--- config.mk ---
export PLATFORM = sky130hd
export DESIGN_NAME = vga_framebuffer_arbiter
export DESIGN_NICKNAME = d
export VERILOG_FILES = /design/src/rtl/vga_arb_pkg.sv /design/src/rtl/vga_arb_tag_fifo.sv /design/src/rtl/vga_framebuffer_arbiter.sv
export SDC_FILE = /design/constraint.sdc
export NUM_CORES = 1
export LEC_CHECK = 0
export BUFFER_PORTS_ARGS = -buffer_cell sky130_fd_sc_hd__clkbuf_2
export CORE_UTILIZATION = 41
export DETAILED_ROUTE_END_ITERATION = 10
export PLACE_DENSITY = 0.9
export RECOVER_POWER = 50
export SLEW_MARGIN = 25
export SYNTH_ARGS = -nofsm -noshare
export SYNTH_HDL_FRONTEND = slang
export SYNTH_SLANG_ARGS = --single-unit
--- constraint.sdc ---
create_clock -name sys_clk -period 3.9 [get_ports sys_clk]
set_input_delay 0.195 -clock sys_clk [delete_from_list [all_inputs] [get_ports sys_clk]]
set_output_delay 0.195 -clock sys_clk [all_outputs]
set_load 0.01 [all_outputs]
--- src/rtl/vga_arb_pkg.sv ---
// rtl/vga_arb_pkg.sv - shared types and helpers for the framebuffer arbiter
package vga_arb_pkg;

   typedef enum logic {
      OWN_PXL = 1'b0,
      OWN_PRO = 1'b1
   } owner_t;

   typedef enum logic [1:0] {
      UNLOCKED = 2'd0,
      LOCK_PXL = 2'd1,
      LOCK_PRO = 2'd2
   } lock_state_t;

   // Occupancy counter must represent 0..depth inclusive.
   function automatic int tag_cnt_w(input int depth);
      return $clog2(depth) + 1;
   endfunction

endpackage

--- src/rtl/vga_arb_tag_fifo.sv ---
// rtl/vga_arb_tag_fifo.sv - owner tag FIFO for reads in flight at the memory
// Push is ignored when full and pop when empty; full/empty come from the registered count.
module vga_arb_tag_fifo
   import vga_arb_pkg::*;
#(
   parameter int DEPTH = 4
) (
   input  logic   clk_i,
   input  logic   rst_ni,
   input  logic   push_i,
   input  owner_t din_i,
   input  logic   pop_i,
   output logic   full_o,
   output logic   empty_o,
   output owner_t dout_o
);

   localparam int PW = (DEPTH > 1) ? $clog2(DEPTH) : 1;
   localparam int CW = tag_cnt_w(DEPTH);

   owner_t          slot_q [DEPTH];
   logic [PW-1:0]   wr_ptr_q, wr_ptr_d;
   logic [PW-1:0]   rd_ptr_q, rd_ptr_d;
   logic [CW-1:0]   cnt_q, cnt_d;
   logic            do_push, do_pop;

   assign full_o  = (cnt_q == CW'(DEPTH));
   assign empty_o = (cnt_q == '0);
   assign do_push = push_i && !full_o;
   assign do_pop  = pop_i && !empty_o;
   assign dout_o  = slot_q[rd_ptr_q];

   always_comb begin
      wr_ptr_d = wr_ptr_q;
      rd_ptr_d = rd_ptr_q;
      cnt_d    = cnt_q;
      if (do_push) wr_ptr_d = wr_ptr_q + PW'(1);
      if (do_pop)  rd_ptr_d = rd_ptr_q + PW'(1);
      if (do_push && !do_pop)      cnt_d = cnt_q + CW'(1);
      else if (!do_push && do_pop) cnt_d = cnt_q - CW'(1);
   end

   always_ff @(posedge clk_i or negedge rst_ni) begin
      if (!rst_ni) begin
         wr_ptr_q <= '0;
         rd_ptr_q <= '0;
         cnt_q    <= '0;
      end else begin
         wr_ptr_q <= wr_ptr_d;
         rd_ptr_q <= rd_ptr_d;
         cnt_q    <= cnt_d;
      end
   end

   always_ff @(posedge clk_i) begin
      if (do_push) slot_q[wr_ptr_q] <= din_i;
   end

endmodule

--- src/rtl/vga_framebuffer_arbiter.sv ---
// rtl/vga_framebuffer_arbiter.sv - single-port framebuffer arbiter, pxl priority with pro starvation guard
// Optional statistics counters are enabled by defining VGA_ARB_STATS_EN.
module vga_framebuffer_arbiter
   import vga_arb_pkg::*;
#(
   parameter int AVN_AW          = 18,
   parameter int AVN_DW          = 16,
   parameter int MAX_OUTSTANDING = 4,
   parameter int PXL_MAX_STREAK  = 8
`ifdef VGA_ARB_STATS_EN
   ,
   parameter int STAT_W          = 32
`endif
) (
   input  logic                sys_clk,
   input  logic                sys_rst_n,
   input  logic                pro_avn_read,
   input  logic                pro_avn_write,
   input  logic [AVN_AW-1:0]   pro_avn_address,
   input  logic [AVN_DW-1:0]   pro_avn_writedata,
   input  logic [AVN_DW/8-1:0] pro_avn_byteenable,
   output logic [AVN_DW-1:0]   pro_avn_readdata,
   output logic                pro_avn_readdatavalid,
   output logic                pro_avn_waitrequest,
   input  logic                pxl_avn_read,
   input  logic                pxl_avn_write,
   input  logic [AVN_AW-1:0]   pxl_avn_address,
   input  logic [AVN_DW-1:0]   pxl_avn_writedata,
   input  logic [AVN_DW/8-1:0] pxl_avn_byteenable,
   output logic [AVN_DW-1:0]   pxl_avn_readdata,
   output logic                pxl_avn_readdatavalid,
   output logic                pxl_avn_waitrequest,
   output logic                mem_avn_read,
   output logic                mem_avn_write,
   output logic [AVN_AW-1:0]   mem_avn_address,
   output logic [AVN_DW-1:0]   mem_avn_writedata,
   output logic [AVN_DW/8-1:0] mem_avn_byteenable,
   input  logic [AVN_DW-1:0]   mem_avn_readdata,
   input  logic                mem_avn_readdatavalid,
   input  logic                mem_avn_waitrequest,
   output logic                arb_err
`ifdef VGA_ARB_STATS_EN
   ,
   output logic [STAT_W-1:0]   stat_pxl_grant,
   output logic [STAT_W-1:0]   stat_pro_grant,
   output logic [STAT_W-1:0]   stat_pro_stall
`endif
);

   localparam int SW = $clog2(PXL_MAX_STREAK + 1);
   localparam logic [SW-1:0] STREAK_MAX = SW'(PXL_MAX_STREAK);

   lock_state_t state_q, state_d;
   logic [SW-1:0] streak_q, streak_d;
   logic          err_q, err_d;
   logic          active_q;

   logic   pxl_req, pro_req;
   logic   sel_vld;
   owner_t sel_own;
   logic   s_read, s_write, s_rd, s_wr;
   logic   mem_cmd, accept, sel_wait;
   logic   tag_full, tag_empty;
   owner_t tag_dout;
   logic   rdv_ok;

   assign pxl_req = pxl_avn_read | pxl_avn_write;
   assign pro_req = pro_avn_read | pro_avn_write;

   // Unlocked selection is combinational so an idle memory sees a zero-cycle pass-through.
   always_comb begin
      sel_vld = 1'b0;
      sel_own = OWN_PXL;
      unique case (state_q)
         UNLOCKED: begin
            if (pro_req && (!pxl_req || streak_q == STREAK_MAX)) begin
               sel_vld = 1'b1;
               sel_own = OWN_PRO;
            end else if (pxl_req) begin
               sel_vld = 1'b1;
               sel_own = OWN_PXL;
            end
         end
         LOCK_PXL: begin
            sel_vld = pxl_req;
            sel_own = OWN_PXL;
         end
         LOCK_PRO: begin
            sel_vld = pro_req;
            sel_own = OWN_PRO;
         end
         default: ;
      endcase
      if (!active_q) sel_vld = 1'b0;
   end

   assign s_read             = (sel_own == OWN_PRO) ? pro_avn_read       : pxl_avn_read;
   assign s_write            = (sel_own == OWN_PRO) ? pro_avn_write      : pxl_avn_write;
   assign mem_avn_address    = (sel_own == OWN_PRO) ? pro_avn_address    : pxl_avn_address;
   assign mem_avn_writedata  = (sel_own == OWN_PRO) ? pro_avn_writedata  : pxl_avn_writedata;
   assign mem_avn_byteenable = (sel_own == OWN_PRO) ? pro_avn_byteenable : pxl_avn_byteenable;

   // An illegal read+write pair is issued as the write.
   assign s_wr          = sel_vld & s_write;
   assign s_rd          = sel_vld & s_read & ~s_write;
   assign mem_avn_write = s_wr;
   assign mem_avn_read  = s_rd & ~tag_full;
   assign mem_cmd       = mem_avn_read | mem_avn_write;
   assign accept        = mem_cmd & ~mem_avn_waitrequest;
   assign sel_wait      = mem_avn_waitrequest | (s_rd & tag_full);

   assign pxl_avn_waitrequest = ~(sel_vld && sel_own == OWN_PXL) | sel_wait;
   assign pro_avn_waitrequest = ~(sel_vld && sel_own == OWN_PRO) | sel_wait;

   always_comb begin
      state_d = state_q;
      if (sel_vld && mem_cmd && mem_avn_waitrequest)
         state_d = (sel_own == OWN_PRO) ? LOCK_PRO : LOCK_PXL;
      else if (state_q != UNLOCKED && (accept || !sel_vld))
         state_d = UNLOCKED;
   end

   always_comb begin
      streak_d = streak_q;
      if (!pxl_req || (accept && sel_own == OWN_PRO))
         streak_d = '0;
      else if (accept && sel_own == OWN_PXL && streak_q != STREAK_MAX)
         streak_d = streak_q + SW'(1);
   end

   vga_arb_tag_fifo #(
      .DEPTH (MAX_OUTSTANDING)
   ) u_tag_fifo (
      .clk_i   (sys_clk),
      .rst_ni  (sys_rst_n),
      .push_i  (accept & mem_avn_read),
      .din_i   (sel_own),
      .pop_i   (mem_avn_readdatavalid),
      .full_o  (tag_full),
      .empty_o (tag_empty),
      .dout_o  (tag_dout)
   );

   assign rdv_ok                = active_q & mem_avn_readdatavalid & ~tag_empty;
   assign pxl_avn_readdatavalid = rdv_ok & (tag_dout == OWN_PXL);
   assign pro_avn_readdatavalid = rdv_ok & (tag_dout == OWN_PRO);
   assign pxl_avn_readdata      = mem_avn_readdata;
   assign pro_avn_readdata      = mem_avn_readdata;

   always_comb begin
      err_d = err_q;
      if (mem_avn_readdatavalid && tag_empty) err_d = 1'b1;
      if (active_q && ((pxl_avn_read && pxl_avn_write) || (pro_avn_read && pro_avn_write)))
         err_d = 1'b1;
   end
   assign arb_err = err_q;

   // active_q holds every master-facing output at its reset value until the first edge after reset.
   always_ff @(posedge sys_clk or negedge sys_rst_n) begin
      if (!sys_rst_n) begin
         state_q  <= UNLOCKED;
         streak_q <= '0;
         err_q    <= 1'b0;
         active_q <= 1'b0;
      end else begin
         state_q  <= state_d;
         streak_q <= streak_d;
         err_q    <= err_d;
         active_q <= 1'b1;
      end
   end

`ifdef VGA_ARB_STATS_EN
   logic [STAT_W-1:0] st_pxl_q, st_pxl_d;
   logic [STAT_W-1:0] st_pro_q, st_pro_d;
   logic [STAT_W-1:0] st_stall_q, st_stall_d;

   always_comb begin
      st_pxl_d   = st_pxl_q;
      st_pro_d   = st_pro_q;
      st_stall_d = st_stall_q;
      if (accept && sel_own == OWN_PXL && !(&st_pxl_q)) st_pxl_d = st_pxl_q + STAT_W'(1);
      if (accept && sel_own == OWN_PRO && !(&st_pro_q)) st_pro_d = st_pro_q + STAT_W'(1);
      if (pro_req && pro_avn_waitrequest && !(&st_stall_q)) st_stall_d = st_stall_q + STAT_W'(1);
   end

   always_ff @(posedge sys_clk or negedge sys_rst_n) begin
      if (!sys_rst_n) begin
         st_pxl_q   <= '0;
         st_pro_q   <= '0;
         st_stall_q <= '0;
      end else begin
         st_pxl_q   <= st_pxl_d;
         st_pro_q   <= st_pro_d;
         st_stall_q <= st_stall_d;
      end
   end

   assign stat_pxl_grant = st_pxl_q;
   assign stat_pro_grant = st_pro_q;
   assign stat_pro_stall = st_stall_q;
`endif

endmodule

### Yosys cells after proc, flatten, opt, wreduce, memory -nomap -nowiden

Memory sizes are Yosys's and may differ from the RTL's.
Cells that the tools add are included.
Widths: inputs -> output; s select.

* bits in registers: 15
* input bits: 96
* logic and storage cells: 99
* memories: 1
* bits in writable memories: 4

* add/sub/neg operators: 5
* multiplexer cells: 22
* bitwise gates (word level): 25
* reductions and logical operators: 34
* equal/unequal tests: 5

Memory list
* u_tag_fifo.slot_q: depth 4, bits a word 1, rd ports 1, clocked after Yosys merged registers in 0, write ports 1, RTL line vga_arb_tag_fifo.sv:21 `owner_t slot_q [DEPTH];`

Operators by type and width (count)
* $mux 18: 1
* $logic_and 1x1->1: 17
* $mux 16: 1
* $and 1x1->1: 11
* $mux 1: 10
* $reduce_bool 2->1: 5
* $mux 2: 4
* $mux 4: 2
* $not 1->1: 8
* $logic_not 1->1: 6
* $mux 3: 2
* $or 1x1->1: 6
* $add 2x1->2 const B: 2
* $add 4x1->4 const B: 1
* $eq 4x4->1 const B: 1
* $logic_or 1x1->1: 4
* $ne 4x4->1 const B: 1
* $add 3x1->3 const B: 1
* $eq 3x3->1 const B: 1
* $logic_not 3->1: 1
* $pmux 1 s3: 1
* $sub 3x1->3 const B: 1
* $eq 2x1->1 const B: 1
* $eq 2x2->1 const B: 1
* 2 further kinds: 2

### Depth between registers and ports, before layout

Gate-level depths: netlist of the first run.

* word-level depth: 18
* mapped depth: 12
* depth with buffers taken out: 12

### Modules after synthesis

A second synthesis of the first run with hierarchy kept.

* cell total of the unflattened synthesis: 192
* area total of the unflattened synthesis: 1931.9 µm²

Modules (own cells, without submodules)
* vga_framebuffer_arbiter: area an instance 1356.3 µm², cells each 150, times used 1
* vga_arb_tag_fifo: area an instance 575.6 µm², cells each 42, times used 1

### Least setup slack after synthesis of the first run

No wires, ideal clock.

* path type: register to register
* from: reg streak_q[0]
* to: reg u_tag_fifo.cnt_q[1]
* clock period less this slack: 2.432 ns
* path slack: 1.468 ns
* data arrival time: 2.307 ns
* cell stages (with the launch flop): 11
* setup time: 0.125 ns
* cell sequence: dfrtp_1 > inv_1 > ha_1 > nand3b_1 > a211o_1 > inv_2 > mux2_4 > ha_1 > inv_1 > fa_1 > mux2_2

* elaborated cells on any way between the ends: 24
* classes of those cells: eq/ne (1); mux (8); bitwise (8); reduce/logical (7)

RTL lines
* from (decl): RTL line vga_framebuffer_arbiter.sv:54 `logic [SW-1:0] streak_q, streak_d;`
* from (signal assigned): RTL line vga_framebuffer_arbiter.sv:167 `streak_q <= streak_d;`
* $eq 4x4->1 (*): RTL line vga_framebuffer_arbiter.sv:76 `if (pro_req && (!pxl_req || streak_q == STREAK_MAX)) begin`
* $logic_or 1x1->1 (*): RTL line vga_framebuffer_arbiter.sv:76
* $logic_and 1x1->1 (*): RTL line vga_framebuffer_arbiter.sv:76
* $mux 1: RTL line vga_framebuffer_arbiter.sv:76
* $pmux 1 s3 / $pmux 1 s2 (equally long branches): RTL line vga_framebuffer_arbiter.sv:74 `unique case (state_q)`
* $mux 1 (on tied branches): RTL line vga_framebuffer_arbiter.sv:94, vga_framebuffer_arbiter.sv:97, vga_framebuffer_arbiter.sv:98
* $and 1x1->1 / $not 1->1 (equally long branches): RTL line vga_framebuffer_arbiter.sv:105 `assign s_rd = sel_vld & s_read & ~s_write;`
* $and 1x1->1: RTL line vga_framebuffer_arbiter.sv:105
* $and 1x1->1: RTL line vga_framebuffer_arbiter.sv:107 `assign mem_avn_read = s_rd & ~tag_full;`
* $or 1x1->1: RTL line vga_framebuffer_arbiter.sv:108 `assign mem_cmd = mem_avn_read | mem_avn_write;`
* $and 1x1->1: RTL line vga_framebuffer_arbiter.sv:109 `assign accept = mem_cmd & ~mem_avn_waitrequest;`
* $and 1x1->1 (*): RTL line vga_framebuffer_arbiter.sv:136 `.push_i (accept & mem_avn_read),`
* $logic_and 1x1->1 (*): RTL line vga_arb_tag_fifo.sv:29 `assign do_push = push_i && !full_o;`
* net u_tag_fifo.do_push: RTL line vga_arb_tag_fifo.sv:25 `logic do_push, do_pop;`
* $logic_and 1x1->1 (*): RTL line vga_arb_tag_fifo.sv:39 `if (do_push && !do_pop) cnt_d = cnt_q + CW'(1);`
* $mux 3 (*): RTL line vga_arb_tag_fifo.sv:39
* net u_tag_fifo.cnt_d[1]: RTL line vga_arb_tag_fifo.sv:24 `logic [CW-1:0] cnt_q, cnt_d;`
* to (signal assigned): RTL line vga_arb_tag_fifo.sv:51 `cnt_q <= cnt_d;`
* to (decl): RTL line vga_arb_tag_fifo.sv:24

The timed path passes the listed nets; every way through them passes the cells marked *.
A chain may end at the register's enable or synchronous reset.

### Worst setup path in the final report of the first run

Ends and elaborated chain as after synthesis.

==> results.cfg, run 1 <==
[floorplanning]
die_h_um = 69.2
io_pins = 171
die_area_um2 = 4790
core_um2 = 4350
row_count = 24
initial_core_util_pct = 42.6
die_x_um = 69.2

[pwr]
p_comb_share_pct = 44.8
cellPowerDensity_nw_per_um2 = 344
swShare_pct = 37.6
leakage_nw = 1.36
p_clk_share_pct = 17.1
power.internal_uw = 497
seq_power_share_pct = 38.1
switchingPower_uw = 299
ir_drop_mv = 0.153

[logic_synthesis]
async_flop_share_pct = 78.9
syn_avg_cell_area_um2 = 7.24
ys_types = 45
synthesis.nets = 360
synth_ff_type = dfrtp_1
synth_cells = 256
ys_seq_area_share_pct = 26.7
synth_edf_count = 4
ys_seq_elements = 19
synth_warnings = 0
synthesis.area_um2 = 1850

[worst_setup_path]
cp_data_required_time_ps = 4050
cp-start-kind = register
cp_max_fo = 7
cp-end-kind = register
crit_type = register to register
cp.arrival_ps = 2860

[timing]
fin_hold_ws_ps = 201
period_needed_ps = 2720
rsz0062_at_grt = false
fmax_ghz = 0.368
max_slew_margin_pct = 45.2
final-setup-viol-count = 0
slew_violations = 0
final-hold-violation-count = 0
totalNegativeSetupSlack_ps = 0
fin_crit_sh_pct = 69.7
fin_skew_ps = 3.19
worst_pin_slew_ps = 821

[layout]
drive_gt1_share_pct = 38.1
layout_commonest_cell = clkbuf_2
n_antenna_cell = 0
final_cell_mix = clkbuf_2, nand2_1, dfrtp_1, inv_1, ha_1
area_delta_synth_final_pct = 24.7
nFillCells = 406
fin_nets = 449
multi_input_area_um2 = 1040
instances_no_fill = 396
register_area_um2 = 495

[clock_tree]
insertion_delay_ps = 260
cts_buffers = 3
clk_pin_slew_worst_paths_ps = 70
cts_tree = done
postCtsSetupBuffers = 0
htree_num_levels = 1
cts_root_buf = clkbuf_8
clock_sinks = 19
clk_path_buf_depth = 2

[placement]
dp_cells = 391
port_buffers = 122
hpwl_mm = 3.32
gp_congestion = 0.864

[global_routing]
grt_usage_pct = 17.9
gr-total-overflow = 0
grt_pass1_vias = 1728
grt_max_degree = 47
grt_pass1_wl_mm = 7.16
grt_antenna_before_repair = 0

[detailed_routing]
vias = 1895
wl_per_cell_um = 10.7
drc_errors = 0
drt_first_iter_violations = 97
dr.pass1.iters = 4
ant_nets = 0
postRouteWirelength_mm = 4.24
via_per_inst = 4.79

[run_status]
status = completed

[job]
cap_violations = 0

[hold_path]
hp-class = input port to register
[registers in the layout, indices dropped and copies added, names as in the netlist]
register and count:
u_tag_fifo.wr_ptr_q 2, arb_err 1, u_tag_fifo.rd_ptr_q 2, streak_q 4, u_tag_fifo.cnt_q 3, active_q 1, state_q 2, u_tag_fifo.slot_q 4
[cell usage after synthesis (all sizes together) (4+ instances only)]
library cell | number | share of area [%]
o311ai | 4 | 1.9
nand2 | 115 | 23
inv | 8 | 1.6
and2 | 4 | 1.4
dfrtp | 15 | 20
nor2 | 5 | 1.0
edfxtp | 4 | 6.5
ha | 7 | 4.7
mux2i | 4 | 2.2
buf | 38 | 14
mux2 | 4 | 3.0
[worst max-delay path, cell delays in order (launching register included)]
cell	delay (ps)
dfrtp_1	420
inv_1	70
ha_1	140
nand3b_1	130
a211o_1	320
inv_2	70
mux2_1	430
ha_1	260
inv_1	90
fa_1	410
mux2_2	270
[final cells by class]
class,count,area share [%]
repair buffers,125,27.3
flip-flops and latches,19,21.4
multi-input cells,188,45.2
clock buffers,4,1.95
inverters,8,1.30
well taps,52,2.82
[path summary, 6_finish.rpt]
kind                                                       to  cells after the start  slack, ps               startpoint
min reg2reg                           streak_q[3]$_DFFE_PN0P_                      1        490  streak_q[3]$_DFFE_PN0P_
min                                       arb_err$_DFFE_PN0P_                      2        200    mem_avn_readdatavalid
max in group asynchronous  u_tag_fifo.wr_ptr_q[1]$_DFFE_PN0P_                      2       2830                sys_rst_n
max                           u_tag_fifo.cnt_q[1]$_DFFE_PN0P_                     10       1180  streak_q[0]$_DFFE_PN0P_
min in group asynchronous                 arb_err$_DFFE_PN0P_                      2        560                sys_rst_n
max reg2reg                   u_tag_fifo.cnt_q[1]$_DFFE_PN0P_                     10       1180  streak_q[0]$_DFFE_PN0P_
[metal layers]
layer / share of wire, % / wire (um) / global-route usage (%) / up-vias
met3: 6.0 / 254 / 2.03 / 10
met1: 40 / 1700 / 19.2 / 840
met4: 1.9 / 82 / 8.39 / 0
met2: 52 / 2200 / 34.3 / 73
met5: 0 / 0 / 0 / -
li1: - / - / - / 972
[through the flow]
| stage | worst slack, ps | total power, mW | instance area [um2] | util [%] |
|---|---|---|---|---|
| finish | 1180 | 0.796 | 2310 | 53.1 |
| global route | 1060 | 0.865 | 2310 | 53.1 |
| CTS | 1290 | 0.807 | 2320 | 53.3 |
| detailed placement | 1340 | 0.668 | 2260 | 52.0 |
| global placement | 1450 | 0.644 | 2260 | 52.0 |
| floorplan | 1470 | 0.563 | 1850 | - |
[power by group through the flow]
stage                     combinational (mW)  clock (mW)  sequential (mW)
after CTS                              0.363       0.140            0.304
after floorplan                        0.268           0            0.296
after detailed placement               0.360           0            0.308
final                                  0.357       0.136            0.303
after global routing                   0.402       0.150            0.313
after global placement                 0.342           0            0.302
[timing repair]
| action | CTS | global route |
|---|---|---|
| hold buffers | 1 | 0 |
| gates resized for setup | 0 | 0 |
| endpoints found under the setup margin | 0 | 0 |
| hold endpoints to repair | 15 | 0 |
[logic make-up (layout without fill, tap and decap cells)]
logic type,after synthesis,count (layout),synth area share (%)
flops,19,19,26.7
fa+ha+maj,8,8,5.81
simple gates,145,145,33.1
mux,9,9,6.41
other cells,1,1,0.202
xor+xnor,6,6,2.84
compound gates,19,19,8.24
buf+inv,49,137,16.7
Power figures use the tool's default switching activity.
==> run 2: changes to the inputs <==
- CORE_UTILIZATION: 41 -> 38
- PLACE_DENSITY: 0.9 -> 0.84
- clock period: 3.9 -> 2.55 ns (I/O delays scaled with it)
==> results.cfg, run 2 (synthesis gave the netlist of run 1 again) <==
[global_routing]
grt_antenna_before_repair = 0
grt_pass1_wl_mm = 6.49
grt_pass1_vias = 1549
gr-total-overflow = 0
grt_max_degree = 47
grt_usage_pct = 15.6

[worst_setup_path]
slowest_delay_ps = 430
crit_type = register to register
crit_path_cell_trace = inv_1 > ha_2 > nand3b_1 > a211o_1 > inv_2 > mux2_4 > ha_4 > inv_4 > fa_2 > mux2_2
cp-start-kind = register
reg2reg_slack_ps = 20
r2r-start = streak_q[1]$_DFFE_PN0P_
r2r_cells = 10
cp_max_fo = 4
critPathLaunch = streak_q[1]$_DFFE_PN0P_
crit_family = adder cells
cp_data_required_time_ps = 2700
cp.arrival_ps = 2680
cp-end-kind = register
reg2reg_to = u_tag_fifo.cnt_q[1]$_DFFE_PN0P_
path_buf_inv = 3
cp_slowest_cell = fa_2

[layout]
utilization_pct = 51.1
layout_commonest_cell = clkbuf_2
nFillCells = 443
final_cell_mix = clkbuf_2, nand2_1, dfrtp_1, inv_1
n_antenna_cell = 0
fin_nets = 452
area_delta_synth_final_pct = 29.4
drive_gt1_share_pct = 41.8
top_regs = streak_q x4, u_tag_fifo.slot_q x4, u_tag_fifo.cnt_q x3

[detailed_routing]
drc_errors = 0
postRouteWirelength_mm = 4.52
dr.pass1.iters = 4
vias = 1913
via_per_inst = 4.77
wl_per_cell_um = 11.3
drt_first_iter_violations = 93
ant_nets = 0

[run_status]
status = completed

[floorplanning]
die_x_um = 71.8
die_h_um = 71.8
initial_core_util_pct = 39.5
die_area_um2 = 5160
core_um2 = 4690
row_count = 25
io_pins = 171

[hold_path]
hold_end = arb_err$_DFFE_PN0P_
hold_start = mem_avn_readdatavalid
hp-class = input port to register
holdPathStages = 2

[placement]
port_buffers = 122
gp_congestion = 0.855
hpwl_mm = 3.36

[clock_tree]
clk_path_buf_depth = 2
cts_root_buf = clkbuf_8
cts_buffers = 3
clk_pin_slew_worst_paths_ps = 70
htree_num_levels = 1
cts_tree = done
insertion_delay_ps = 260
clock_sinks = 19

[timing]
final-setup-viol-count = 0
final-hold-violation-count = 0
period_needed_ps = 2530
fin_skew_ps = 1.85
worst_pin_slew_ps = 837
slew_violations = 0
fmax_ghz = 0.395
rsz0062_at_grt = true
max_slew_margin_pct = 44.2
fin_crit_sh_pct = 99.2

[pwr]
ir_drop_mv = 0.208
cellPowerDensity_nw_per_um2 = 530
finalPower_mw = 1.27
leakage_nw = 1.39

[job]
cap_violations = 0
[run 2: cell count changes in the layout (fill, tap and decap cells not counted), sizes merged]
cell and delta:
buf +3, clkinv +1, clkbuf -1
[run 2: repair_timing]
item                                    CTS  global route
gates resized for setup                   3            11
pin swaps                                 0             4
hold buffers                              1             0
setup buffers                             0             1
endpoints found under the setup margin    1             2
endpoints found under the hold margin    15             0
[run 2: worst reg2reg max path, stage by stage (launching register included)]
cell and delay [ps]:
dfrtp_1 400, inv_1 70, ha_2 150, nand3b_1 120
a211o_1 340, inv_2 80, mux2_4 330, ha_4 180
inv_4 50, fa_2 430, mux2_2 270
[run 2: worst max path at each step]
stage                                       to  cells past startpoint
6_report       u_tag_fifo.cnt_q[1]$_DFFE_PN0P_                     10
3_5_place_dp   u_tag_fifo.cnt_q[2]$_DFFE_PN0P_                      9
2_1_floorplan  u_tag_fifo.cnt_q[1]$_DFFE_PN0P_                     10
3_3_place_gp   u_tag_fifo.cnt_q[1]$_DFFE_PN0P_                     10
4_1_cts        u_tag_fifo.cnt_q[2]$_DFFE_PN0P_                      9
5_1_grt        u_tag_fifo.cnt_q[1]$_DFFE_PN0P_                     10
[run 2: report_power, final]
part	switching, mW	total, mW	internal, mW
clock	0.102	0.211	0.109
sequential	0.0841	0.468	0.384
combinational	0.303	0.591	0.288
total	0.489	1.27	0.781
[run 2: cell type report]
class | count | area, um2 | share of cell area, %
multi-input combinational | 188 | 1100 | 46.0
timing repair buffer | 128 | 653 | 27.2
sequential | 19 | 495 | 20.7
tap | 54 | 67.6 | 2.82
clock buffer | 3 | 41.3 | 1.72
inverter | 8 | 32.5 | 1.36
clock inverter | 1 | 5.00 | 0.209
[run 2: routing by layer]
metal	global-route usage (%)	wire length, um	vias up
met3	2.67	282	11
met5	0	0	-
met2	30.8	2340	77
met4	6.10	85	0
met1	16.2	1820	846
li1	-	-	979
[run 2: metrics by stage]
step,worst slack (ps),setup TNS (ps),cells,hold WS (ps),cell area [um2]
final,20.1,0,401,113,2400
after global routing,-39.7,-39.7,401,120,2400
after CTS,13.2,0,400,117,2350
after detailed placement,-33.5,-33.5,395,70.8,2280
after global placement,172,0,395,58.3,2280
after floorplan,118,0,256,-168,1850
==> run 3: changes to the inputs <==
- CORE_UTILIZATION: 38 -> 34
- PLACE_DENSITY: 0.84 -> 0.8
- clock period: 2.55 -> 2.3 ns (I/O delays scaled with it)
==> results.cfg, run 3 (synthesis gave the netlist of run 1 again) <==
[worst_setup_path]
path_buf_inv = 3
cp.arrival_ps = 2580
cp-start-kind = register
r2r-start = streak_q[0]$_DFFE_PN0P_
cp_max_fo = 2
reg2reg_slack_ps = -100
path_common_cell = xor2_1
slowest_delay_ps = 430
crit_family = adder cells
cp_slowest_cell = fa_1
crit_path_cell_trace = inv_1 > ha_2 > nand3b_1 > a211o_1 > inv_2 > mux2_4 > ha_4 > inv_4 > fa_1 > xor2_1 > nor2_1 > xor2_1
r2r_cells = 12
cp_data_required_time_ps = 2490
crit_type = register to register
cp-end-kind = register
reg2reg_to = u_tag_fifo.cnt_q[2]$_DFFE_PN0P_

[detailed_routing]
wl_per_cell_um = 11.0
vias = 1977
via_per_inst = 4.58
dr.pass1.iters = 4
ant_nets = 0
drc_errors = 0
drt_first_iter_violations = 53
postRouteWirelength_mm = 4.74

[layout]
layout_commonest_cell = clkbuf_2
drive_gt1_share_pct = 45.0
top_regs = streak_q x4, u_tag_fifo.slot_q x4, u_tag_fifo.cnt_q x3
fin_nets = 467
utilization_pct = 49.5
area_delta_synth_final_pct = 38.1
stdcell_area_um2 = 2560
nFillCells = 483
final_cell_mix = clkbuf_2, nand2_1, buf_4, dfrtp_1, inv_1
instances_no_fill = 432
n_antenna_cell = 0

[timing]
fin_skew_ps = 7.49
slew_violations = 0
rsz0062_at_grt = true
final-setup-viol-count = 3
worst_pin_slew_ps = 840
fmax_ghz = 0.417
period_needed_ps = 2400
max_slew_margin_pct = 44.0
worst_slack_ps = -95.3
fin_hold_ws_ps = 110
final-hold-violation-count = 0
fin_crit_sh_pct = 104

[global_routing]
grt_max_degree = 47
grt_usage_pct = 14.9
grt_pass1_vias = 1583
grt_antenna_before_repair = 0
grt_pass1_wl_mm = 6.69
gr-total-overflow = 0

[pwr]
leakage_nw = 1.47
p_comb_share_pct = 48.9
power.internal_uw = 897
cellPowerDensity_nw_per_um2 = 566
ir_drop_mv = 0.393
seq_power_share_pct = 34.5
swShare_pct = 38.1
switchingPower_uw = 552
p_clk_share_pct = 16.6

[floorplanning]
io_pins = 171
initial_core_util_pct = 35.8
die_h_um = 75.8
core_um2 = 5170
die_area_um2 = 5750
row_count = 26
die_x_um = 75.8

[clock_tree]
insertion_delay_ps = 270
cts_root_buf = clkbuf_8
clk_path_buf_depth = 2
cts_tree = done
htree_num_levels = 1
cts_buffers = 3
clk_pin_slew_worst_paths_ps = 80
clock_sinks = 19

[run_status]
status = finished with violations
violations = negative setup slack

[placement]
hpwl_mm = 3.50
placed_area_um2 = 2370
gp_congestion = 0.854
dp_cells = 418
port_buffers = 122

[hold_path]
hold_end = arb_err$_DFFE_PN0P_
hp-class = input port to register
holdPathStages = 2
hold_start = mem_avn_readdatavalid

[job]
cap_violations = 0
run 3: cell count changes in the layout (fill, tap and decap cells not counted):
cell / previous run / this run
fa_2: 1 / 0
o21bai_2: 2 / 1
fa_1: 0 / 1
clkbuf_2: 118 / 121
buf_4: 5 / 20
nor4b_2: 0 / 1
o21bai_4: 0 / 1
nor4b_1: 1 / 0
a2111oi_4: 1 / 2
a2111oi_2: 1 / 0
clkbuf_1: 4 / 1
run 3: what timing repair did:
| item | 4_1_cts | 5_1_grt |
|---|---|---|
| hold endpoints to repair | 15 | 0 |
| hold buffers | 1 | 0 |
| pin swaps | 5 | 1 |
| setup endpoints to repair | 3 | 45 |
| setup buffers | 12 | 1 |
| resized for setup | 10 | 3 |
run 3: layout make-up:
class / instances / area (um2) / share of cell area (%)
Clock buffer: 3 / 41.3 / 1.61
Clock inverter: 1 / 5.00 / 0.196
Inverter: 8 / 32.5 / 1.27
Multi-Input combinational cell: 188 / 1130 / 44.1
Sequential cell: 19 / 495 / 19.4
Tap cell: 70 / 87.6 / 3.42
Timing Repair Buffer: 143 / 769 / 30.1
run 3: through the flow:
step           power, mW  setup slack (ps)  TNS [ps]
2_1_floorplan      0.962              -115      -128
3_3_place_gp        1.15             -34.5     -34.5
3_5_place_dp        1.18             -97.8      -191
4_1_cts             1.45             -67.1      -183
5_1_grt             1.56              -201     -1520
6_report            1.45             -95.3      -225
run 3: routing by layer:
layer | track usage [%] | part of all wire [%] | vias up
met2 | 29.2 | 53 | 96
met3 | 2.12 | 6.8 | 2
met5 | 0 | 0 | -
met4 | 3.70 | 0.68 | 0
li1 | - | - | 1008
met1 | 16.7 | 39 | 871
run 3: worst max path at each step:
stage                                 start                              end  slack [ps]  depth (start not counted)
floorplan           streak_q[0]$_DFFE_PN0P_  u_tag_fifo.cnt_q[1]$_DFFE_PN0P_        -120                         10
global placement    streak_q[0]$_DFFE_PN0P_  u_tag_fifo.cnt_q[1]$_DFFE_PN0P_         -30                         10
detailed placement  streak_q[0]$_DFFE_PN0P_  u_tag_fifo.cnt_q[1]$_DFFE_PN0P_        -100                         10
CTS                 streak_q[0]$_DFFE_PN0P_  u_tag_fifo.cnt_q[2]$_DFFE_PN0P_         -70                         12
global route        streak_q[0]$_DFFE_PN0P_  u_tag_fifo.cnt_q[2]$_DFFE_PN0P_        -200                         12
finish              streak_q[0]$_DFFE_PN0P_  u_tag_fifo.cnt_q[2]$_DFFE_PN0P_        -100                         12
run 3: power by group through the flow:
stage | clock, mW | combinational [mW] | sequential (mW)
2_1_floorplan | 0 | 0.460 | 0.501
3_3_place_gp | 0 | 0.649 | 0.499
3_5_place_dp | 0 | 0.678 | 0.504
4_1_cts | 0.246 | 0.708 | 0.500
5_1_grt | 0.257 | 0.792 | 0.515
6_report | 0.240 | 0.709 | 0.499
